--- src/rtl/vga_pkg.sv ---
// Shared constants and write-sequencer state encoding for the PPU-to-VGA scanline path.
package vga_pkg;

  localparam int LINE_W_DEF        = 160;
  localparam int ADDR_W_DEF        = 8;
  localparam int VISIBLE_LINES_DEF = 144;
  localparam int FIFO_DEPTH_DEF    = 2;

  typedef enum logic [1:0] {
    IDLE    = 2'd0,
    SETUP   = 2'd1,
    STROBE  = 2'd2,
    RELEASE = 2'd3
  } wr_state_t;

endpackage

--- src/rtl/line_fifo.sv ---
// Small synchronous FIFO holding pending scanlines.
// A push is accepted while full when a pop happens on the same edge.
module line_fifo #(
  parameter int WIDTH = 8,
  parameter int DEPTH = 2
) (
  input  logic             clk,
  input  logic             srst,
  input  logic             push,
  input  logic             pop,
  input  logic [WIDTH-1:0] din,
  output logic [WIDTH-1:0] dout,
  output logic             full,
  output logic             empty
);

  localparam int PTR_W = (DEPTH > 1) ? $clog2(DEPTH) : 1;
  localparam logic [PTR_W-1:0] PTR_ONE  = PTR_W'(1);
  localparam logic [PTR_W:0]   CNT_ONE  = (PTR_W + 1)'(1);
  localparam logic [PTR_W:0]   CNT_FULL = (PTR_W + 1)'(DEPTH);

  logic [WIDTH-1:0] mem_reg [DEPTH];
  logic [PTR_W-1:0] wr_ptr_reg;
  logic [PTR_W-1:0] rd_ptr_reg;
  logic [PTR_W:0]   count_reg;
  logic             do_push;
  logic             do_pop;

  assign full    = (count_reg == CNT_FULL);
  assign empty   = (count_reg == '0);
  assign do_pop  = pop && !empty;
  assign do_push = push && (!full || do_pop);
  assign dout    = mem_reg[rd_ptr_reg];

  genvar gi;
  generate
    for (gi = 0; gi < DEPTH; gi++) begin : g_entry
      always_ff @(posedge clk) begin
        if (do_push && (wr_ptr_reg == PTR_W'(gi))) begin
          mem_reg[gi] <= din;
        end
      end
    end
  endgenerate

  always_ff @(posedge clk) begin
    if (srst) begin
      wr_ptr_reg <= '0;
      rd_ptr_reg <= '0;
      count_reg  <= '0;
    end else begin
      if (do_push) wr_ptr_reg <= wr_ptr_reg + PTR_ONE;
      if (do_pop)  rd_ptr_reg <= rd_ptr_reg + PTR_ONE;
      if (do_push && !do_pop)      count_reg <= count_reg + CNT_ONE;
      else if (do_pop && !do_push) count_reg <= count_reg - CNT_ONE;
    end
  end

endmodule

--- src/rtl/ppu_line_write_ctrl.sv ---
// Queues finished PPU scanlines and writes them into the VGA scanline RAMs in setup/strobe/release steps.
// Optional LINE_DROP_CNT_EN adds a saturating drop_count output.
module ppu_line_write_ctrl
  import vga_pkg::*;
#(
  parameter int LINE_W        = LINE_W_DEF,
  parameter int ADDR_W        = ADDR_W_DEF,
  parameter int VISIBLE_LINES = VISIBLE_LINES_DEF,
  parameter int FIFO_DEPTH    = FIFO_DEPTH_DEF
) (
  input  logic              pixelClk,
  input  logic              reset,
  input  logic [ADDR_W-1:0] LY,
  input  logic              updateBufferSignal,
  input  logic [LINE_W-1:0] LineBuffer0,
  input  logic [LINE_W-1:0] LineBuffer1,
  output logic [ADDR_W-1:0] wr_addr,
  output logic [LINE_W-1:0] wr_data0,
  output logic [LINE_W-1:0] wr_data1,
  output logic              wr_en,
  output logic              busy,
  output logic              overflow,
`ifdef LINE_DROP_CNT_EN
  output logic [7:0]        drop_count,
`endif
  output logic              frame_start
);

  localparam int ENTRY_W = ADDR_W + 2 * LINE_W;
  localparam logic [ADDR_W:0] VIS_LIMIT = (ADDR_W + 1)'(VISIBLE_LINES);

  wr_state_t          state_reg;
  logic [ADDR_W-1:0]  last_ly_reg;
  logic               event_hit;
  logic               capture_req;
  logic               line_drop;
  logic               fifo_push;
  logic               fifo_pop;
  logic               fifo_full;
  logic               fifo_empty;
  logic [ENTRY_W-1:0] fifo_din;
  logic [ENTRY_W-1:0] fifo_head;

  assign event_hit   = updateBufferSignal && (LY != last_ly_reg);
  assign capture_req = event_hit && ({1'b0, LY} < VIS_LIMIT);
  assign fifo_pop    = (state_reg == RELEASE);
  // A full FIFO still accepts the line if the sequencer frees a slot this edge.
  assign line_drop   = capture_req && fifo_full && !fifo_pop;
  assign fifo_push   = capture_req && !line_drop;
  assign fifo_din    = {LY, LineBuffer1, LineBuffer0};
  assign busy        = (state_reg != IDLE) || !fifo_empty;

  line_fifo #(
    .WIDTH (ENTRY_W),
    .DEPTH (FIFO_DEPTH)
  ) u_line_fifo (
    .clk   (pixelClk),
    .srst  (reset),
    .push  (fifo_push),
    .pop   (fifo_pop),
    .din   (fifo_din),
    .dout  (fifo_head),
    .full  (fifo_full),
    .empty (fifo_empty)
  );

  always_ff @(posedge pixelClk) begin
    if (reset) begin
      state_reg   <= IDLE;
      last_ly_reg <= '1;
      wr_addr     <= '0;
      wr_data0    <= '0;
      wr_data1    <= '0;
      wr_en       <= 1'b0;
      overflow    <= 1'b0;
      frame_start <= 1'b0;
    end else begin
      if (event_hit) last_ly_reg <= LY;
      frame_start <= capture_req && (LY == '0);
      if (line_drop) overflow <= 1'b1;
      case (state_reg)
        IDLE: begin
          wr_en <= 1'b0;
          if (!fifo_empty) begin
            wr_addr   <= fifo_head[ENTRY_W-1 -: ADDR_W];
            wr_data1  <= fifo_head[2*LINE_W-1 -: LINE_W];
            wr_data0  <= fifo_head[LINE_W-1:0];
            state_reg <= SETUP;
          end
        end
        SETUP: begin
          wr_en     <= 1'b1;
          state_reg <= STROBE;
        end
        STROBE: begin
          wr_en     <= 1'b0;
          state_reg <= RELEASE;
        end
        RELEASE: begin
          wr_en     <= 1'b0;
          state_reg <= IDLE;
        end
        default: begin
          wr_en     <= 1'b0;
          state_reg <= IDLE;
        end
      endcase
    end
  end

`ifdef LINE_DROP_CNT_EN
  always_ff @(posedge pixelClk) begin
    if (reset) begin
      drop_count <= '0;
    end else if (line_drop && (drop_count != 8'hFF)) begin
      drop_count <= drop_count + 8'd1;
    end
  end
`endif

endmodule

--- config.mk ---
export PLATFORM = sky130hd
export DESIGN_NAME = ppu_line_write_ctrl
export DESIGN_NICKNAME = d
export VERILOG_FILES = /design/src/rtl/vga_pkg.sv /design/src/rtl/line_fifo.sv /design/src/rtl/ppu_line_write_ctrl.sv
export SDC_FILE = /design/constraint.sdc
export NUM_CORES = 1
export LEC_CHECK = 0
export ABC_AREA = 1
export CORE_AREA = 2 2 304 306
export DETAILED_ROUTE_END_ITERATION = 12
export DIE_AREA = 0 0 306 308
export PLACE_DENSITY = 0.72
export SLEW_MARGIN = 10
export SYNTH_ARGS = -nofsm -noshare
export SYNTH_HDL_FRONTEND = slang
export SYNTH_SLANG_ARGS = --single-unit
--- constraint.sdc ---
create_clock -name pixelClk -period 55.1 [get_ports pixelClk]
set_input_delay 16.53 -clock pixelClk [delete_from_list [all_inputs] [get_ports pixelClk]]
set_output_delay 16.53 -clock pixelClk [all_outputs]
set_load 0.01 [all_outputs]
# ---- Word-level counts from Yosys, hierarchy flattened
# Memories as Yosys holds them, arrays and structs flattened. A register that Yosys moved wholly into a read port is not among the register bits.
# Index checks and enable logic that the tools add are counted.
dict set report word_totals {
  reg_bits 17
  ram_bits 656
  in_bits 331
  memories 1
}
# memory depth width read_ports rd_ports_with_merged_regs write_ports line_no
set memory_table {}
lappend memory_table {u_line_fifo.mem_reg 2 328 1 1 1 line_fifo.sv:22} ;# logic [WIDTH-1:0] mem_reg [DEPTH];
dict set report classes {
  n_addsub 4
  magnitude_cmp 1
  eq_ne 6
  muxes 12
  n_bitwise 2
  reduce_logical 28
}
# op n
set op_table {}
lappend op_table {{$mux 328} 1}
lappend op_table {{$reduce_or 328->1} 1}
lappend op_table {{$logic_and 1x1->1} 12}
lappend op_table {{$logic_not 8->1} 1}
lappend op_table {{$lt 8x8->1 const B} 1}
lappend op_table {{$ne 8x8->1} 1}
lappend op_table {{$pmux 2 s4} 1}
lappend op_table {{$eq 2x2->1 const B} 3}
lappend op_table {{$logic_not 1->1} 6}
lappend op_table {{$mux 1} 6}
lappend op_table {{$mux 2} 3}
lappend op_table {{$logic_not 2->1} 2}
lappend op_table {{$reduce_bool 2->1} 2}
lappend op_table {{$reduce_or 3->1} 1}
lappend op_table {{$add 1x1->1 const B} 2}
lappend op_table {{$add 2x1->2 const B} 1}
lappend op_table {{$eq 2x1->1 const B} 1}
lappend op_table {{$logic_or 1x1->1} 2}
lappend op_table {{$ne 2x2->1 const B} 1}
lappend op_table {{$not 1->1} 2}
lappend op_table {{$pmux 1 s2} 1}
lappend op_table {{$reduce_and 2->1} 1}
lappend op_table {{$sub 2x1->2 const B} 1}

# ---- Longest topological paths before layout
dict set report depth {
  ltp_word 13
  mapped_depth 13
  mapped_depth_nobuf 13
}

# ---- Cells and area by module
# From an unflattened synthesis, not the netlist that was laid out.
dict set report hier_totals {
  cells_unflattened 2583
  area_unflattened_um2 36092.1
}
# mod instances cells_each area_per_inst_um2
set modules_own_cells {}
lappend modules_own_cells {line_fifo 1 1060 24143.2}
lappend modules_own_cells {ppu_line_write_ctrl 1 1523 11949.0}

# ---- Worst setup path before layout
# Ideal clock, no wire load.
dict set report synth_path {
  path_type {input -> register}
  start {input LY[5]}
  end {memory u_line_fifo.mem_reg[0][0] (netlist bit) (enable)}
  setup_time_ns 1.026
  arrival_time_ns 30.623
  required_time_ns 54.074
  slack_ns 23.451
  cell_stages 8
  cell_sequence {inv_1 -> nand2_1 -> nand2_1 -> nand2_1 -> nor2_1 -> nand2_1 -> nand4_1 -> nor2_1}
}
dict set report synth_via {
  elab_chain_len 13
}
# element line_no
set synth_lines {}
lappend synth_lines {{start, declared} ppu_line_write_ctrl.sv:13} ;# input logic [ADDR_W-1:0] LY,
lappend synth_lines {{parallel branches: the longest is 2 deep, another holds $lt 8x8->1} --}
lappend synth_lines {{$logic_and 1x1->1 (*)} ppu_line_write_ctrl.sv:45} ;# assign capture_req = event_hit && ({1'b0, LY} < VIS_LIMIT);
lappend synth_lines {{$logic_and 1x1->1 (2 in series)} ppu_line_write_ctrl.sv:48} ;# assign line_drop = capture_req && fifo_full && !fifo_pop;
lappend synth_lines {{$logic_not 1->1} ppu_line_write_ctrl.sv:49} ;# assign fifo_push = capture_req && !line_drop;
lappend synth_lines {{$logic_and 1x1->1 (*)} ppu_line_write_ctrl.sv:49}
lappend synth_lines {{$logic_and 1x1->1 (*)} line_fifo.sv:32} ;# assign do_push = push && (!full || do_pop);
lappend synth_lines {{$logic_and 1x1->1} line_fifo.sv:39} ;# if (do_push && (wr_ptr_reg == PTR_W'(gi))) begin
lappend synth_lines {{$mux 1} line_fifo.sv:39}
lappend synth_lines {{$mux 1 (implied by the code)} line_fifo.sv:40} ;# mem_reg[gi] <= din;
lappend synth_lines {{$reduce_or 328->1 (no line)} --}
lappend synth_lines {{$mux 1 (no line)} --}
lappend synth_lines {{end, declared} line_fifo.sv:22}
# Every way passes the cells marked *.

# ---- Final worst setup path
dict set report layout_path {
  start {input LY[0]}
  end {memory u_line_fifo.mem_reg[1][9] (netlist bit) (enable)}
}
# Same word-level chain as after synthesis.

==> results.md <==
Status:
- The flow ran to the end, and the final reports show no timing, DRC or antenna violations.

Floorplanning:
- The horizontal extent of the die is 306 um.
- The overall die area is about 94000 um^2.
- The floorplan step defined a core boundary enclosing 91000 um^2.
- In this run the core area contains 111 standard-cell rows.
- The effective utilization at floorplan is 37.6%.
- The height of the chip is 308 um.
- During I/O placement, the number of pins put on the boundary was roughly 660.

Worst setup path:
- The critical path goes through clkdlybuf4s50_1, inv_1, nand2_1, nand2_1, nand2_1, nor2_1, nand2_1, nand4_1, nor2_4, buf_4, buf_12, buf_4.
- Data on the critical path is required at its endpoint by 55.38 ns.
- The maximum net fanout on the critical path is 123.
- The worst setup path is launched from an input port.
- In this design, the critical path's most frequently occurring cell is nand2_1.
- The library cell contributing the largest single delay on the critical path is nor2_4.
- The arrival time at the worst endpoint is 20.97 ns.
- The delay of the slowest cell on the worst path is 0.95 ns.
- The kind of capture point of the worst setup path is a flop.
- The start-to-end type of the worst setup path is in2reg.

Global route:
- The total congestion overflow is 0.
- The first global-routing pass estimated between 100000 and 150000 um of wire.
- The met1 usage in global routing is 20.2%.
- The initial antenna violation count is 18.
- Global routing consumed, on the met2 layer, 30.1% of the routing resources.
- The global router's overall resource usage is 17.8%.
- For this run, global-route usage on met3 was measured as 5.71%.
- Entering global routing, the biggest net connects 200 pins.
- met2 is the most crowded layer.
- The via count of the first global-routing pass is about 22000.

Placement:
- The number of port buffers is between 600 and 700.
- The last weighted congestion value of the routability-driven placer is 0.821.
- The HPWL reported at the end of detailed placement is 52900 um.

Drt:
- Once detail routing completed, the nets flagged for antenna violations numbered 0.
- The routed design has 86900 um of wire.
- Before antenna repair, the detailed router went through 7 iterations.
- The number of vias per cell is 4.97.
- The violation count after the first detailed-routing iteration is 1634.
- The mean routed wirelength per cell is 19.3 um.
- Across all layers, the routed design uses 22308 vias.
- In the routed design, unresolved DRC markers number 0.

Power:
- Power spread over the standard cell area amounts to approximately 46 nW/um^2.
- The leakage dissipation is 15.7 nW.
- VDD sags by at most 0.0000294 V.
- The overall power of the completed layout is between 2 and 2.5 mW.

Timing:
- On the final layout, the worst hold slack is 0.457 ns.
- The portion of the clock cycle consumed by the worst path in the final layout is 37.6%.
- The headroom to the max-slew limit is around 23%.
- The timing-limited maximum frequency is 48.3 MHz.
- Clock skew on the completed layout was measured at ~0.032 ns.
- The time the final worst path needs with I/O delays and setup is between 20 and 25 ns.
- The number of hold violations in the final report came to 0.
- The final-report setup violation count is 0.
- Setup repair after global routing left no endpoint under its margin.
- The setup TNS after final layout is 0 ns.
- The number of max-slew violations in the final report came to 0.
- For the pin with the worst max-slew slack, the measured transition is 1.15 ns.

CTS:
- The number of sinks handled by clock tree synthesis is 1001.
- The CTS tree is yes.
- The total CTS buffers is approximately 100.
- CTS placed an instance of clkbuf_16 at the clock tree root.
- The number of setup buffers added after CTS is 0.
- Post-CTS repair changed the size of 0 cells.
- Buffers inserted to repair hold after CTS numbered 0.
- The clock input transition at the sequential cells of the worst setup and hold paths is about 0.06 ns.
- The number of levels the H-tree was split into is 3.
- The maximum buffer depth of the clock tree is 3.
- For the worst-skew pair, the clock arrives at the later sink with an insertion delay of 0.67 ns.

Logic synthesis:
- In the post-synthesis netlist, the biggest area contributors are edfxtp_1 (58%), dfxtp_1 (20%), nand2_1 (7.6%).
- The synthesized design spends more area on one cell type than any other, namely edfxtp_1.
- The total of warnings raised by yosys is 0.
- The post-synthesis cell type count is 27.
- The number of enable flip-flop cells after synthesis is 656.
- Ranked by instance count, the synthesized netlist is headed by nand2_1 (691), edfxtp_1 (656), dfxtp_1 (345).
- The most common cell in the synthesized netlist is nand2_1.
- The fraction of registers with async set or reset after synthesis is 0%.
- The number of nets in the synthesized netlist is 2941.
- In this run, synthesis produced a sequential element count of between 1000 and 1500.
- Averaged over all synthesized cells, the footprint is roughly 13 um^2.
- The register area share after synthesis is around 78%.
- After technology mapping, the gate count stands at 2604.
- The share of the synthesized area in the top cell type is a little under three fifths.
- The mapped netlist covers 34200 um^2.
- The most used flip-flop cell after synthesis is edfxtp_1.

Cells and area:
- In the final layout, the share of cells above drive strength 1 is 6.01%.
- The final core utilization is 49.7%.
- The layout has 7596 filler cells.
- The number of nets in the layout is 3546.
- The synthesis-to-finish area growth is 32.0%.
- The number of flip-flops under the largest register name is 656.

Job:
- The max-cap check violation count is 0.

Worst hold path:
- The worst min-delay path class is reg2reg.
==> metrics by stage <==
step	std cells	worst slack, ns	instance area [um^2]
after global routing	4489	34.12	45200
after detailed placement	4292	33.74	41700
final	4492	34.41	45200
after CTS	4478	34.44	45100
after floorplan	2604	23.45	34200
after global placement	4292	33.81	41700
==> logic make-up (layout without fill, tap and decap cells) <==
| group | after synthesis | count (layout) | synth area share [%] |
|---|---|---|---|
| AO/OA/AOI/OAI | 674 | 674 | 11.2 |
| XOR/XNOR | 3 | 3 | 0.0768 |
| adder cells (fa/ha/maj) | 6 | 6 | 0.219 |
| buffers and inverters | 209 | 897 | 2.92 |
| flip-flops | 1001 | 1001 | 77.7 |
| other | 0 | 14 | 0 |
| AND/OR/NAND/NOR | 711 | 711 | 7.88 |
==> final timing paths <==
path | startpoint | end | slack [ns] | cells after the start
worst max-delay path | LY[0] | u_line_fifo.mem_reg[1][9]$_DFFE_PP_ | 34.41 | 12
worst min-delay path | overflow$_SDFFE_PP0P_ | overflow$_SDFFE_PP0P_ | 0.46 | 2
worst max register to register | last_ly_reg[0]$_SDFFE_PP1P_ | u_line_fifo.mem_reg[1][9]$_DFFE_PP_ | 50.55 | 11
worst min register to register | overflow$_SDFFE_PP0P_ | overflow$_SDFFE_PP0P_ | 0.46 | 2
==> routing by layer <==
layer / up-vias / part of all wire [%]
li1: 10679 / -
met1: 10674 / 38
met2: 752 / 50
met3: 193 / 7.8
met4: 10 / 4.3
met5: - / 0.091
==> final cells by class <==
class / instances / area [um^2] / area share (%)
clock buffers: 136 / 2810 / 6.22
well taps: 1186 / 1480 / 3.28
repair buffers: 685 / 6810 / 15.1
flip-flops and latches: 1001 / 26600 / 58.9
multi-input cells: 1394 / 6640 / 14.7
diodes: 14 / 35.0 / 0.0775
clock inverters: 50 / 659 / 1.46
inverters: 26 / 129 / 0.285
==> cells in the final DEF, fill, tap and decap left out, drive strengths merged <==
cell type        n
bufinv          13
clkbuf         136
nand4            1
o211ai           5
inv             32
nor4             1
clkdlybuf4s50  662
o21ai          334
diode           14
nor3             3
buf             23
ha               6
dfxtp          345
clkinvlp         8
edfxtp         656
xnor2            3
a211oi           1
a21oi            6
nand2          692
a31oi          328
nor2             8
nand3            6
clkinv          23
==> report_power, final <==
| part | total (mW) | internal [mW] | switching, mW |
|---|---|---|---|
| Sequential | 0.957 | 0.906 | 0.0507 |
| Clock | 0.708 | 0.421 | 0.288 |
| Combinational | 0.412 | 0.190 | 0.221 |
| Total | 2.08 | 1.52 | 0.560 |
==> critical path: cells and delay by family <==
family	cells	cell delay [ns]
AND/OR/NAND/NOR	7	1.52
buffers and inverters	5	2.72
Note: power is estimated with default switching activity, not from simulation.
